File: src/rtl/aes_kat_bist.sv
// aes_kat_bist: FIPS-197 known-answer self-test sequencer for an external AES core
//   i_clk, i_rst_n                 clock, asynchronous active-low reset
//   i_start, i_abort               one-cycle run request, run termination
//   o_key, o_key_en, i_key_ok      key, one-cycle key load strobe, key expansion complete
//   o_flag, o_din, o_din_en        1=encrypt/0=decrypt, data block, one-cycle data strobe
//   i_dout, i_dout_en              core result and its one-cycle valid strobe
//   o_busy, o_done                 run in progress, one-cycle run-complete pulse
//   o_pass, o_err_cnt, o_timeout   held outcome of the last run
module aes_kat_bist #(
   parameter int KEY_W    = 256,
   parameter int N_ITER   = 8,
   parameter int TIMEOUT  = 1023,
   parameter bit ENC_ONLY = 1'b0
) (
   input  logic             i_clk,
   input  logic             i_rst_n,
   input  logic             i_start,
   input  logic             i_abort,
   output logic [KEY_W-1:0] o_key,
   output logic             o_key_en,
   input  logic             i_key_ok,
   output logic             o_flag,
   output logic [127:0]     o_din,
   output logic             o_din_en,
   input  logic [127:0]     i_dout,
   input  logic             i_dout_en,
   output logic             o_busy,
   output logic             o_done,
   output logic             o_pass,
   output logic [15:0]      o_err_cnt,
   output logic             o_timeout
);
   localparam logic [255:0] KEY_ALL = 256'h000102030405060708090a0b0c0d0e0f101112131415161718191a1b1c1d1e1f;
   localparam logic [KEY_W-1:0] KEY = KEY_ALL[255 -: KEY_W];
   localparam logic [127:0] PT = 128'h00112233445566778899aabbccddeeff;
   localparam logic [127:0] CT = KEY_W == 128 ? 128'h69c4e0d86a7b0430d8cdb78070b4c55a :
                                 KEY_W == 192 ? 128'hdda97ca4864cdfe06eaf70a0ec0d7191 :
                                                128'h8ea2b7ca516745bfeafc49904b496089;
   typedef enum logic [2:0] {IDLE, LOAD_KEY, WAIT_KEY, ENC, WAIT_ENC, DEC, WAIT_DEC, FINISH} state_t;
   state_t state, nstate;
   logic [15:0] iter, wcnt;
   logic ev, hit, tmo, iter_end;
   always_ff @(posedge i_clk or negedge i_rst_n)
      if (!i_rst_n) state <= IDLE;
      else state <= nstate;
   // abort outranks both a response and a timeout landing in the same cycle
   always_comb begin
      nstate = state;
      hit = 1'b0;
      tmo = 1'b0;
      iter_end = 1'b0;
      ev = state == WAIT_KEY ? i_key_ok : i_dout_en;
      if (state != IDLE && i_abort) nstate = FINISH;
      else case (state)
         IDLE:     nstate = i_start ? LOAD_KEY : IDLE;
         LOAD_KEY: nstate = WAIT_KEY;
         ENC:      nstate = WAIT_ENC;
         DEC:      nstate = WAIT_DEC;
         FINISH:   nstate = IDLE;
         default:
            if (ev) begin
               hit = state == WAIT_ENC ? i_dout != CT : state == WAIT_DEC && i_dout != PT;
               iter_end = state == WAIT_DEC || (state == WAIT_ENC && ENC_ONLY);
               nstate = state == WAIT_KEY ? ENC : !iter_end ? DEC :
                        iter == 16'(N_ITER - 1) ? FINISH : WAIT_KEY;
            end else if (wcnt == 16'(TIMEOUT - 1)) begin
               hit = 1'b1;
               tmo = 1'b1;
               nstate = FINISH;
            end
      endcase
   end
   always_comb begin
      o_key_en = state == LOAD_KEY;
      o_din_en = state == ENC || state == DEC;
      o_done = state == FINISH;
      o_busy = state != IDLE && state != FINISH;
   end
   // wait counter restarts on every state change, so each wait state gets TIMEOUT cycles
   always_ff @(posedge i_clk or negedge i_rst_n)
      if (!i_rst_n) begin
         o_key <= '0;
         o_din <= '0;
         o_flag <= 1'b0;
         o_err_cnt <= '0;
         o_pass <= 1'b0;
         o_timeout <= 1'b0;
         iter <= '0;
         wcnt <= '0;
      end else begin
         wcnt <= nstate == state ? wcnt + 16'd1 : 16'd0;
         if (state == IDLE && i_start) begin
            o_key <= KEY;
            o_err_cnt <= '0;
            o_timeout <= 1'b0;
            o_pass <= 1'b0;
            iter <= '0;
         end else begin
            if (hit && o_err_cnt != '1) o_err_cnt <= o_err_cnt + 16'd1;
            if (tmo) o_timeout <= 1'b1;
            if (iter_end) iter <= iter + 16'd1;
            if (nstate == FINISH && state != FINISH)
               o_pass <= !i_abort && !tmo && !hit && o_err_cnt == '0;
         end
         if (nstate == ENC) begin
            o_flag <= 1'b1;
            o_din <= PT;
         end
         if (nstate == DEC) begin
            o_flag <= 1'b0;
            o_din <= CT;
         end
      end
endmodule

File: config.mk
export PLATFORM = sky130hd
export DESIGN_NAME = aes_kat_bist
export DESIGN_NICKNAME = d
export VERILOG_FILES = /design/src/rtl/aes_kat_bist.sv
export SDC_FILE = /design/constraint.sdc
export NUM_CORES = 1
export LEC_CHECK = 0
export ABC_AREA = 1
export BUFFER_PORTS_ARGS = -buffer_cell sky130_fd_sc_hd__buf_4
export CELL_PAD_IN_SITES_DETAIL_PLACEMENT = 1
export CELL_PAD_IN_SITES_GLOBAL_PLACEMENT = 2
export CORE_AREA = 5 5 207 209
export CTS_BUF_LIST = sky130_fd_sc_hd__clkbuf_2 sky130_fd_sc_hd__clkbuf_4 sky130_fd_sc_hd__clkbuf_8
export DETAILED_ROUTE_END_ITERATION = 7
export DIE_AREA = 0 0 212 214
export GPL_TIMING_DRIVEN = 0
export HOLD_SLACK_MARGIN = 0.02
export PLACE_DENSITY_LB_ADDON = 0.1
export SYNTH_ARGS = -nofsm -noshare
export SYNTH_HDL_FRONTEND = slang
export SYNTH_SLANG_ARGS = --single-unit
File: constraint.sdc
create_clock -name i_clk -period 2.2 [get_ports i_clk]
set_input_delay 0.11 -clock i_clk [delete_from_list [all_inputs] [get_ports i_clk]]
set_output_delay 0.11 -clock i_clk [all_outputs]
set_load 0.005 [all_outputs]
==> results of run 1 <==
==> worst paths after layout <==
kind | to | slack, ns
max | iter[11]$_DFFE_PN0P_ | 0.09
min | iter[9]$_DFFE_PN0P_ | 0.14
max reg2reg | iter[11]$_DFFE_PN0P_ | 0.09
min reg2reg | o_timeout$_DFFE_PN0P_ | 0.57
max in group asynchronous | o_key[0]$_DFFE_PN0P_ | 1.21
min in group asynchronous | state[2]$_DFF_PN0_ | 0.40
==> critical path: stages (launching register included) <==
cell and delay (ns):
dfrtp_2 0.46, inv_4 0.11, nand3_4 0.10, o21ai_4 0.27
inv_4 0.07, nor2_4 0.17, nand4_1 0.15, nor2_2 0.25
nand2_2 0.11, o21ai_2 0.14, nand2_1 0.06, o21a_1 0.10
==> metal layers <==
metal | track usage, % | vias up
met2 | 26.7 | 264
met3 | 3.94 | 18
met1 | 17.7 | 3447
met5 | 0 | -
met4 | 2.58 | 0
li1 | - | 4012
==> kinds of logic after synthesis <==
| group | synth area share [%] |
|---|---|
| flip-flops | 18.9 |
| AO/OA/AOI/OAI | 2.09 |
| XOR/XNOR | 3.23 |
| other | 0.0496 |
| adder cells (fa/ha/maj) | 0.828 |
| AND/OR/NAND/NOR | 29.6 |
| buffers and inverters | 45.3 |
==> sequential cells by signal, indices dropped and copies added, names as in the netlist <==
register	cells
o_din	3
wcnt	16
o_key	1
iter	16
o_err_cnt	16
o_pass	1
o_timeout	1
state	3
==> where the power goes <==
group	total, uW	switching [uW]	internal, uW
sequential	1730	480	1250
clock	1040	496	546
combinational	6390	2410	3970
==> timing repair <==
action | CTS | global route
setup endpoints to repair | 13 | 28
resized for setup | 7 | 18
hold endpoints to repair | 57 | 0
setup buffers | 0 | 9
pin swaps | 0 | 7
hold buffers | 1 | 0
==> final cells by class <==
cell class,count,area share [%]
inverters,133,4.29
diodes,2,0.0422
clock buffers,10,1.16
multi-input cells,764,30.0
clock inverters,5,0.474
plain buffers,391,24.6
repair buffers,342,21.8
flip-flops and latches,57,12.1
well taps,532,5.61
==> per-stage QoR <==
stage | instance area [sq um] | utilization, % | setup slack, ns | cells | hold WS, ns
global placement | 11500 | 28.3 | -0.513 | 2209 | 0.272
CTS | 11700 | 28.9 | 0.0245 | 2226 | 0.178
floorplan | 8340 | - | 0.293 | 1346 | -0.186
detailed placement | 11500 | 28.3 | -0.137 | 2210 | 0.282
finish | 11900 | 29.2 | 0.0884 | 2236 | 0.143
global route | 11900 | 29.2 | -0.0414 | 2236 | 0.160
==> placed cells by master (no fill, tap or decap), types with 7 or more instances in the layout <==
cell and count:
conb_1 209, buf_4 721, clkbuf_8 10, nor2_1 124, a21oi_1 9, nor2_4 7
inv_1 124, o21ai_0 9, nor3_2 10, nand4_1 22, nor4_1 8, xor2_1 21
nor3_1 29, dfrtp_1 53, nand2_1 221, nand3_1 46
==> impl_metrics.ini, run 1 <==
[outcome]
outcome = finished clean

[floorplanning]
die_area_sq_um = 45400
fp.dieW_microns = 212
die_y_microns = 214
design.core.area_sq_um = 40600
rows = 74
top_level_ports = 541
start_util_pct = 18.6

[logic_synthesis]
synthFlopType = dfrtp_1
yosysSeqAreaShare_pct = 18.9
synth.area.top_cells = buf_4 (38%), dfrtp_1 (19%), nand2_1 (11%), nor2_1 (6.4%), inv_1 (6.2%)
yosysTopAreaCell = buf_4
ys_seq_elements = 57
syn_inst = 1138
netlist_area_sq_um = 7560
yosysMostFrequentCell = buf_4
synth_cell_types = 42
async_flop_share_pct = 100
syn_avg_cell_area_sq_um = 6.64
synth_top_area_share_pct = 37.9
synth_edf_count = 0
synth_common_cells = buf_4 (382), nand2_1 (223), nor2_1 (128)
ys_warn_count = 0

[worst_setup_path]
reg2reg_from = state[0]$_DFF_PN0_
cp-start-kind = flop
cp.arrival_ns = 2.36
crit_path_max_fanout = 4
crit_required_ns = 2.44
reg2regPathDepth = 11
critPathKind = reg -> reg
crit_path_end_kind = flop
cp-startpoint = state[0]$_DFF_PN0_

[power_and_ir_drop]
total_power_uw = 9160
irDropWorstVdd_mv = 0.296
power_density_nw_per_um2 = 772
p_leak_uw = 0.00671

[cts]
clk_latency_ns = 0.36
cts_buffers = 9
cts.sinks = 57
cts_max_level = 3
ctsLongestPathBuffers = 2
clk_pin_slew_ns = 0.08
cts_tree = built
cts_root_buffer = clkbuf_8

[place]
hpwl_mm = 30.8
globalplace.congestion = 0.789
io_buffers = 331

[sta]
finalHoldViolations = 0
skew_ns = 0.0117
clock.fmax_ghz = 0.474
setup-violations-final = 0
rsz0062_at_grt = true
fin_crit_ns = 2.11
worstMarginPinSlew_ns = 1.12
slew_headroom_pct = 25.4
period_share_pct = 96.0
tns_ns = 0
slew_violations = 0

[finish]
final_nets = 1837
final-seq-area_sq_um = 1430
area.growth.synth_to_final_pct = 57.1
fillers = 5252
layout-drive-gt1-share_pct = 47.1
multiInputGateArea_sq_um = 3560

[run]
drv_cap = 0

[grt]
antenna_found_initial = 2
grt_remaining_overflow = 0
grt_pass1_vias = 8190
gr-usage-all-layers_pct = 14.8
grt_pass1_wl_mm = 51.9
grt_max_degree = 58

[routing]
first_pass_iters = 4
wirelength_mm = 34.9
wl_met1_mm = 14.1
wl_met3_mm = 2.60
drc = 0
highest_layer = met4
drt-wirelength-per-cell_microns = 15.6
drtIter0Drc = 198
dr_wl_met2_mm = 17.7
vias = 7741
viasPerCell = 3.46
drtAntennaViolNets = 0

[hold_path]
hold_class = in -> reg
hold_path.startpoint = i_start
hold_depth = 4
Note: power is estimated with default switching activity, not from simulation.
==> run 2, diff against run 1 <==
- ABC_AREA: 1 -> not set
- CORE_AREA: 5 5 207 209 -> 5 5 206 208
- DIE_AREA: 0 0 212 214 -> 0 0 211 213
==> run 2 against run 1 <==
Net effect:
- the run now ends with negative setup slack left
- routed wire length is 8.4% lower
- clock skew is 0.0035 ns higher
- utilization is 0.73 points lower
- synthesized cell count is 30% lower
- critical path type unchanged
==> impl_metrics.ini, run 2 <==
[power_and_ir_drop]
p_leak_uw = 0.00624
irDropWorstVdd_mv = 0.260
power_density_nw_per_um2 = 776
total_power_uw = 8920

[finish]
area.growth.synth_to_final_pct = 72.7
antenna_cells = 0
final_nets = 1522
layout-drive-gt1-share_pct = 61.1
most-common-layout-cells = buf_4 (740), conb_1 (209), dfrtp_1 (49)
top_regs = iter (16), o_err_cnt (16), wcnt (16)
finalInstanceArea_sq_um = 11500
final_common_cell = buf_4
fin_cells = 1920

[grt]
gr-usage-all-layers_pct = 12.9
grt_pass1_wl_mm = 43.9
gr-usage-met1_pct = 14.4
grt_max_degree = 58
antenna_found_initial = 0
grt_remaining_overflow = 0
busiest_layer = met2
met3_usage_pct = 3.19
use_met2_pct = 25.4
grt_pass1_vias = 6294

[hold_path]
hold_class = in -> reg

[logic_synthesis]
synth_common_cells = buf_4 (382), dfrtp_1 (57), nor2_1 (57)
synth_edf_count = 0
synth.area.top_cells = buf_4 (43%), dfrtp_1 (21%), nor2_1 (3.2%), xor2_1 (3.2%), nand4_1 (2.7%)
syn_avg_cell_area_sq_um = 8.40
synth_cell_types = 51
yosysTopAreaCell = buf_4
async_flop_share_pct = 100
synth_top_area_share_pct = 43.1
synthFlopType = dfrtp_1
netlist_area_sq_um = 6660
yosysSeqAreaShare_pct = 21.4
yosysMostFrequentCell = buf_4
ys_warn_count = 0
syn_inst = 793
ys_seq_elements = 57

[sta]
slew_violations = 0
worst_slack_ns = -0.0799
tns_ns = -0.471
finalHoldViolations = 0
slew_headroom_pct = 21.6
clock.fmax_ghz = 0.439
skew_ns = 0.0151
fin_crit_ns = 2.28
period_share_pct = 104
setup-violations-final = 16
rsz0062_at_grt = true
worstMarginPinSlew_ns = 1.18

[worst_setup_path]
rr_endpoint = o_pass$_DFFE_PN0P_
critPathTopFamily = simple AND/OR/NAND/NOR gates
cp_slowest_cell = or4_4
reg2regPathDepth = 7
critPathKind = reg -> reg
crit_chain = or4_4 -> nor3_4 -> a311oi_4 -> o32a_4 -> nor4_4 -> nor2_1 -> a31o_1
crit_end = o_pass$_DFFE_PN0P_
crit_path_max_fanout = 2
cp.arrival_ns = 2.52
crit_path_end_kind = flop
r2r_slack_ns = -0.08
reg2reg_from = iter[4]$_DFFE_PN0P_
cp-start-kind = flop
crit_buf_inv = 0
crit_cells = 7
cp-startpoint = iter[4]$_DFFE_PN0P_
crit_required_ns = 2.44
cpPeakStageDelay_ns = 0.56

[floorplanning]
top_level_ports = 541
die_area_sq_um = 44900
start_util_pct = 16.5
rows = 74
fp.dieW_microns = 211
design.core.area_sq_um = 40400
die_y_microns = 213

[cts]
cts_tree = built
cts_max_level = 3
cts_buffers = 9
cts.sinks = 57
ctsLongestPathBuffers = 2
cts_root_buffer = clkbuf_8
clk_latency_ns = 0.35
clk_pin_slew_ns = 0.08

[run]
drv_cap = 0

[outcome]
outcome = complete, but fails checks
failed_checks = negative setup slack

[routing]
drt-wirelength-per-cell_microns = 16.6
wirelength_mm = 31.9
drtIter0Drc = 185
drc = 0
viasPerCell = 3.36
drtAntennaViolNets = 0
vias = 6455
first_pass_iters = 4

[place]
hpwl_mm = 27.5
globalplace.congestion = 0.801
dpl.cell_count = 1864
io_buffers = 330
postPlaceCellArea_sq_um = 10600
-- run 2: changes by cell type after synthesis, sizes merged, moves of 13 or more --
cell    change
nor4bb     +13
nor2       -79
and3       +14
inv       -121
nand3      -34
nor3       -33
nand2     -193
-- run 2: metrics by stage --
step | hold slack [ns] | setup WS, ns | util, %
after floorplan | -0.186 | 0.0213 | -
after global routing | 0.220 | -0.164 | 28.5
after CTS | 0.214 | -0.0936 | 27.8
final | 0.228 | -0.0799 | 28.5
after global placement | 0.273 | -0.617 | 26.2
after detailed placement | 0.280 | -0.648 | 26.3
-- run 2: timing repair --
| action | 4_1_cts | 5_1_grt |
|---|---|---|
| resized for setup | 40 | 53 |
| endpoints found under the hold margin | 57 | 0 |
| buffers inserted | 26 | 11 |
| pin swaps | 16 | 21 |
| hold buffers | 1 | 0 |
| setup endpoints to repair | 53 | 42 |
| gates cloned | 0 | 2 |
-- run 2: tightest hold or removal path, delay by kind of cell --
family                 cells  cell delay (ns)
and+or+nand+nor            2             0.28
buffers and inverters      1             0.09
muxes                      1             0.06
-- run 2: layout make-up --
type	instances	area (sq um)
tap	532	666
fill	4929	28900
timing repair buffer	371	2840
clock inverter	4	97.6
clock buffer	12	165
buffer	395	3000
inverter	12	45.0
sequential	57	1440
multi-input combinational	537	3250
-- run 2: how the worst min path moves through the flow --
| stage | endpoint | from | slack (ns) | depth (start not counted) |
|---|---|---|---|---|
| floorplan | iter[0]$_DFFE_PN0P_ | i_rst_n | -0.19 | 0 |
| global placement | o_err_cnt[3]$_DFFE_PN0P_ | i_rst_n | 0.27 | 1 |
| detailed placement | o_err_cnt[3]$_DFFE_PN0P_ | i_rst_n | 0.28 | 1 |
| CTS | iter[8]$_DFFE_PN0P_ | i_start | 0.21 | 4 |
| global route | iter[8]$_DFFE_PN0P_ | i_start | 0.22 | 4 |
| finish | o_err_cnt[15]$_DFFE_PN0P_ | i_start | 0.23 | 4 |
-- run 2: routing by layer --
metal  up-vias  wire, microns
met5         -              0
met1      2979          11900
met2       209          17900
met3        10           2000
met4         0            125
li1       3257              -
-- run 2: report_power, final --
| part | internal [uW] | switching, uW | leakage [uW] |
|---|---|---|---|
| sequential | 1180 | 370 | 0.000749 |
| combinational | 3830 | 2210 | 0.00536 |
| clock | 846 | 478 | 0.000129 |
-- run 2: logic make-up after synthesis --
group                    after synthesis  share of synthesized area [%]
AO/OA/AOI/OAI                         41                           5.00
other                                  1                         0.0563
multiplexers                          10                           1.52
XOR/XNOR                              35                           4.60
AND/OR/NAND/NOR                      237                           20.9
flip-flops                            57                           21.4
buffers and inverters                407                           45.6
adder cells (fa/ha/maj)                5                          0.940
==> run 3, diff against run 2 <==
- CORE_AREA: 5 5 206 208 -> 5 5 208 210
- DIE_AREA: 0 0 211 213 -> 0 0 213 215
- clock period: 2.2 -> 2.8 ns (I/O delays scaled with it)
==> run 3 against run 2 <==
Net effect:
- sequential share of layout area is 0.66 points higher
- critical path depth is 2 higher
- flip-flop and latch count stayed put
- largest power group unchanged
- non-clock buffer count is 38 lower
- the run now ends clean
- register-to-register slack better by 0.32 ns
- sequential power is 21% lower
- via count is 1.5% lower
- cell count is 1.6% lower
- clock power is 39% lower
- first-iteration DRC count is 33% lower
- global-route usage is 0.14 points lower
- largest cell class unchanged
- clock-buffer cell count is 2 lower
==> impl_metrics.ini, run 3 (synthesis results as in run 2) <==
[floorplanning]
start_util_pct = 16.1
rows = 75
design.core.area_sq_um = 41400
die_area_sq_um = 45800
fp.dieW_microns = 213
die_y_microns = 215
top_level_ports = 541

[power_and_ir_drop]
power_density_nw_per_um2 = 598
clkPwrFrac_pct = 12.4
sequentialPowerShare_pct = 18.9
irDropWorstVdd_mv = 0.193
p_leak_uw = 0.00595
comb_power_share_pct = 68.7
intPower_uw = 4200
switching_share_pct = 35.3
switching_power_uw = 2290

[worst_setup_path]
crit_required_ns = 3.08
cp.arrival_ns = 2.84
critPathTopFamily = simple AND/OR/NAND/NOR gates
cp-start-kind = flop
path_common_cell = and4_1
cpPeakStageDelay_ns = 0.50
critPathKind = reg -> reg
cp_slowest_cell = dfrtp_1
crit_buf_inv = 1
crit_path_end_kind = flop
crit_path_max_fanout = 10
crit_chain = and4_1 -> and3_1 -> and4_1 -> nand2_1 -> nor2_1 -> a21oi_4 -> buf_4 -> nand4_1 -> mux2i_1

[finish]
final_common_cell = buf_4
area.growth.synth_to_final_pct = 63.0
most-common-layout-cells = buf_4 (713), conb_1 (209), nor2_1 (57)
fin_cells = 1890
layout-drive-gt1-share_pct = 56.4
top_regs = iter (16), o_err_cnt (16), wcnt (16)
final_nets = 1484

[sta]
slew_violations = 0
finalHoldViolations = 0
hold_ws_ns = 0.204
slew_headroom_pct = 26.2
period_share_pct = 91.4
setup-violations-final = 0
clock.fmax_ghz = 0.391
skew_ns = 0.00918
fin_crit_ns = 2.56
worstMarginPinSlew_ns = 1.11
rsz0062_at_grt = false

[cts]
clk_latency_ns = 0.36
clk_pin_slew_ns = 0.07
cts_buffers = 9
ctsLongestPathBuffers = 2
cts.sinks = 57
cts_tree = built
cts_max_level = 3
cts_root_buffer = clkbuf_8

[routing]
first_pass_iters = 4
vias = 6361
wl_met3_mm = 2.77
highest_layer = met5
drtAntennaViolNets = 0
wl_met1_mm = 11.4
drtIter0Drc = 124
drc = 0
drt-wirelength-per-cell_microns = 16.7
dr_wl_met2_mm = 17.0
viasPerCell = 3.37
wirelength_mm = 31.6

[place]
hpwl_mm = 27.8
dpl.cell_count = 1871
globalplace.congestion = 0.782
io_buffers = 330

[grt]
grt_pass1_vias = 6276
antenna_found_initial = 3
grt_max_degree = 58
gr-usage-all-layers_pct = 12.8
grt_pass1_wl_mm = 44.1
grt_remaining_overflow = 0

[hold_path]
hold_class = in -> reg

[outcome]
outcome = finished clean

[run]
drv_cap = 0
-- run 3: cell count changes in the layout (fill, tap and decap cells not counted), moves of 4 or more --
| cell | before | now |
|---|---|---|
| buf_4 | 740 | 713 |
| nor2_1 | 42 | 57 |
| buf_6 | 14 | 3 |
| nor2_2 | 9 | 0 |
| dfrtp_1 | 49 | 56 |
| dfrtp_2 | 8 | 1 |
| nor2_4 | 6 | 0 |
| clkinv_2 | 0 | 4 |
| o21ai_0 | 6 | 10 |
| o21ai_1 | 4 | 0 |
-- run 3: layout make-up --
type	count	area, sq um
clock buffer	10	138
sequential	57	1430
multi-input combinational	537	3000
timing repair buffer	333	2510
buffer	395	2990
fill	5058	30500
tap	539	674
antenna	1	2.50
inverter	12	45.0
clock inverter	6	57.6
-- run 3: power by group through the flow --
stage	sequential (uW)	clock, uW	combinational, uW
after global placement	1340	0	4620
after global routing	1270	881	4840
after CTS	1240	846	4550
after detailed placement	1260	0	4540
after floorplan	1210	0	2310
final	1230	805	4450
-- run 3: timing repair --
item                                   4_1_cts  5_1_grt
setup endpoints to repair                    8       12
pin swaps                                    0        1
gates resized for setup                      2        2
endpoints found under the hold margin       57        0
buffers inserted                             0        1
hold buffers                                 1        0
-- run 3: tightest hold or removal path: stages --
cell	delay [ns]
clkbuf_8	0.16
a32oi_4	0.11
nor2_1	0.11
-- run 3: worst paths after layout --
kind,slack [ns],endpoint,cells past startpoint,from
worst max-delay path,0.24,o_err_cnt[14]$_DFFE_PN0P_,9,o_err_cnt[4]$_DFFE_PN0P_
worst min-delay path,0.20,wcnt[11]$_DFF_PN0_,3,i_abort
worst max register to register,0.24,o_err_cnt[14]$_DFFE_PN0P_,9,o_err_cnt[4]$_DFFE_PN0P_
worst min register to register,0.53,o_timeout$_DFFE_PN0P_,2,o_timeout$_DFFE_PN0P_
max in group asynchronous,1.81,o_key[0]$_DFFE_PN0P_,2,i_rst_n
min in group asynchronous,0.42,o_err_cnt[3]$_DFFE_PN0P_,2,i_rst_n
-- run 3: per-layer routing --
| metal | global-route usage [%] | vias up |
|---|---|---|
| li1 | - | 3182 |
| met1 | 13.8 | 2934 |
| met2 | 24.5 | 219 |
| met3 | 4.14 | 22 |
| met4 | 1.96 | 4 |
| met5 | 0 | - |
-- run 3: metrics by stage --
stage	setup WS (ns)	power, uW	area (sq um)	setup TNS (ns)	util (%)
after floorplan	0.621	3520	7440	0	-
after global placement	-0.0444	5950	10600	-0.110	25.6
after detailed placement	-0.114	5800	10600	-0.624	25.6
after CTS	0.0224	6640	10800	0	26.2
after global routing	0.0244	7000	10900	0	26.2
final	0.241	6490	10900	0	26.2
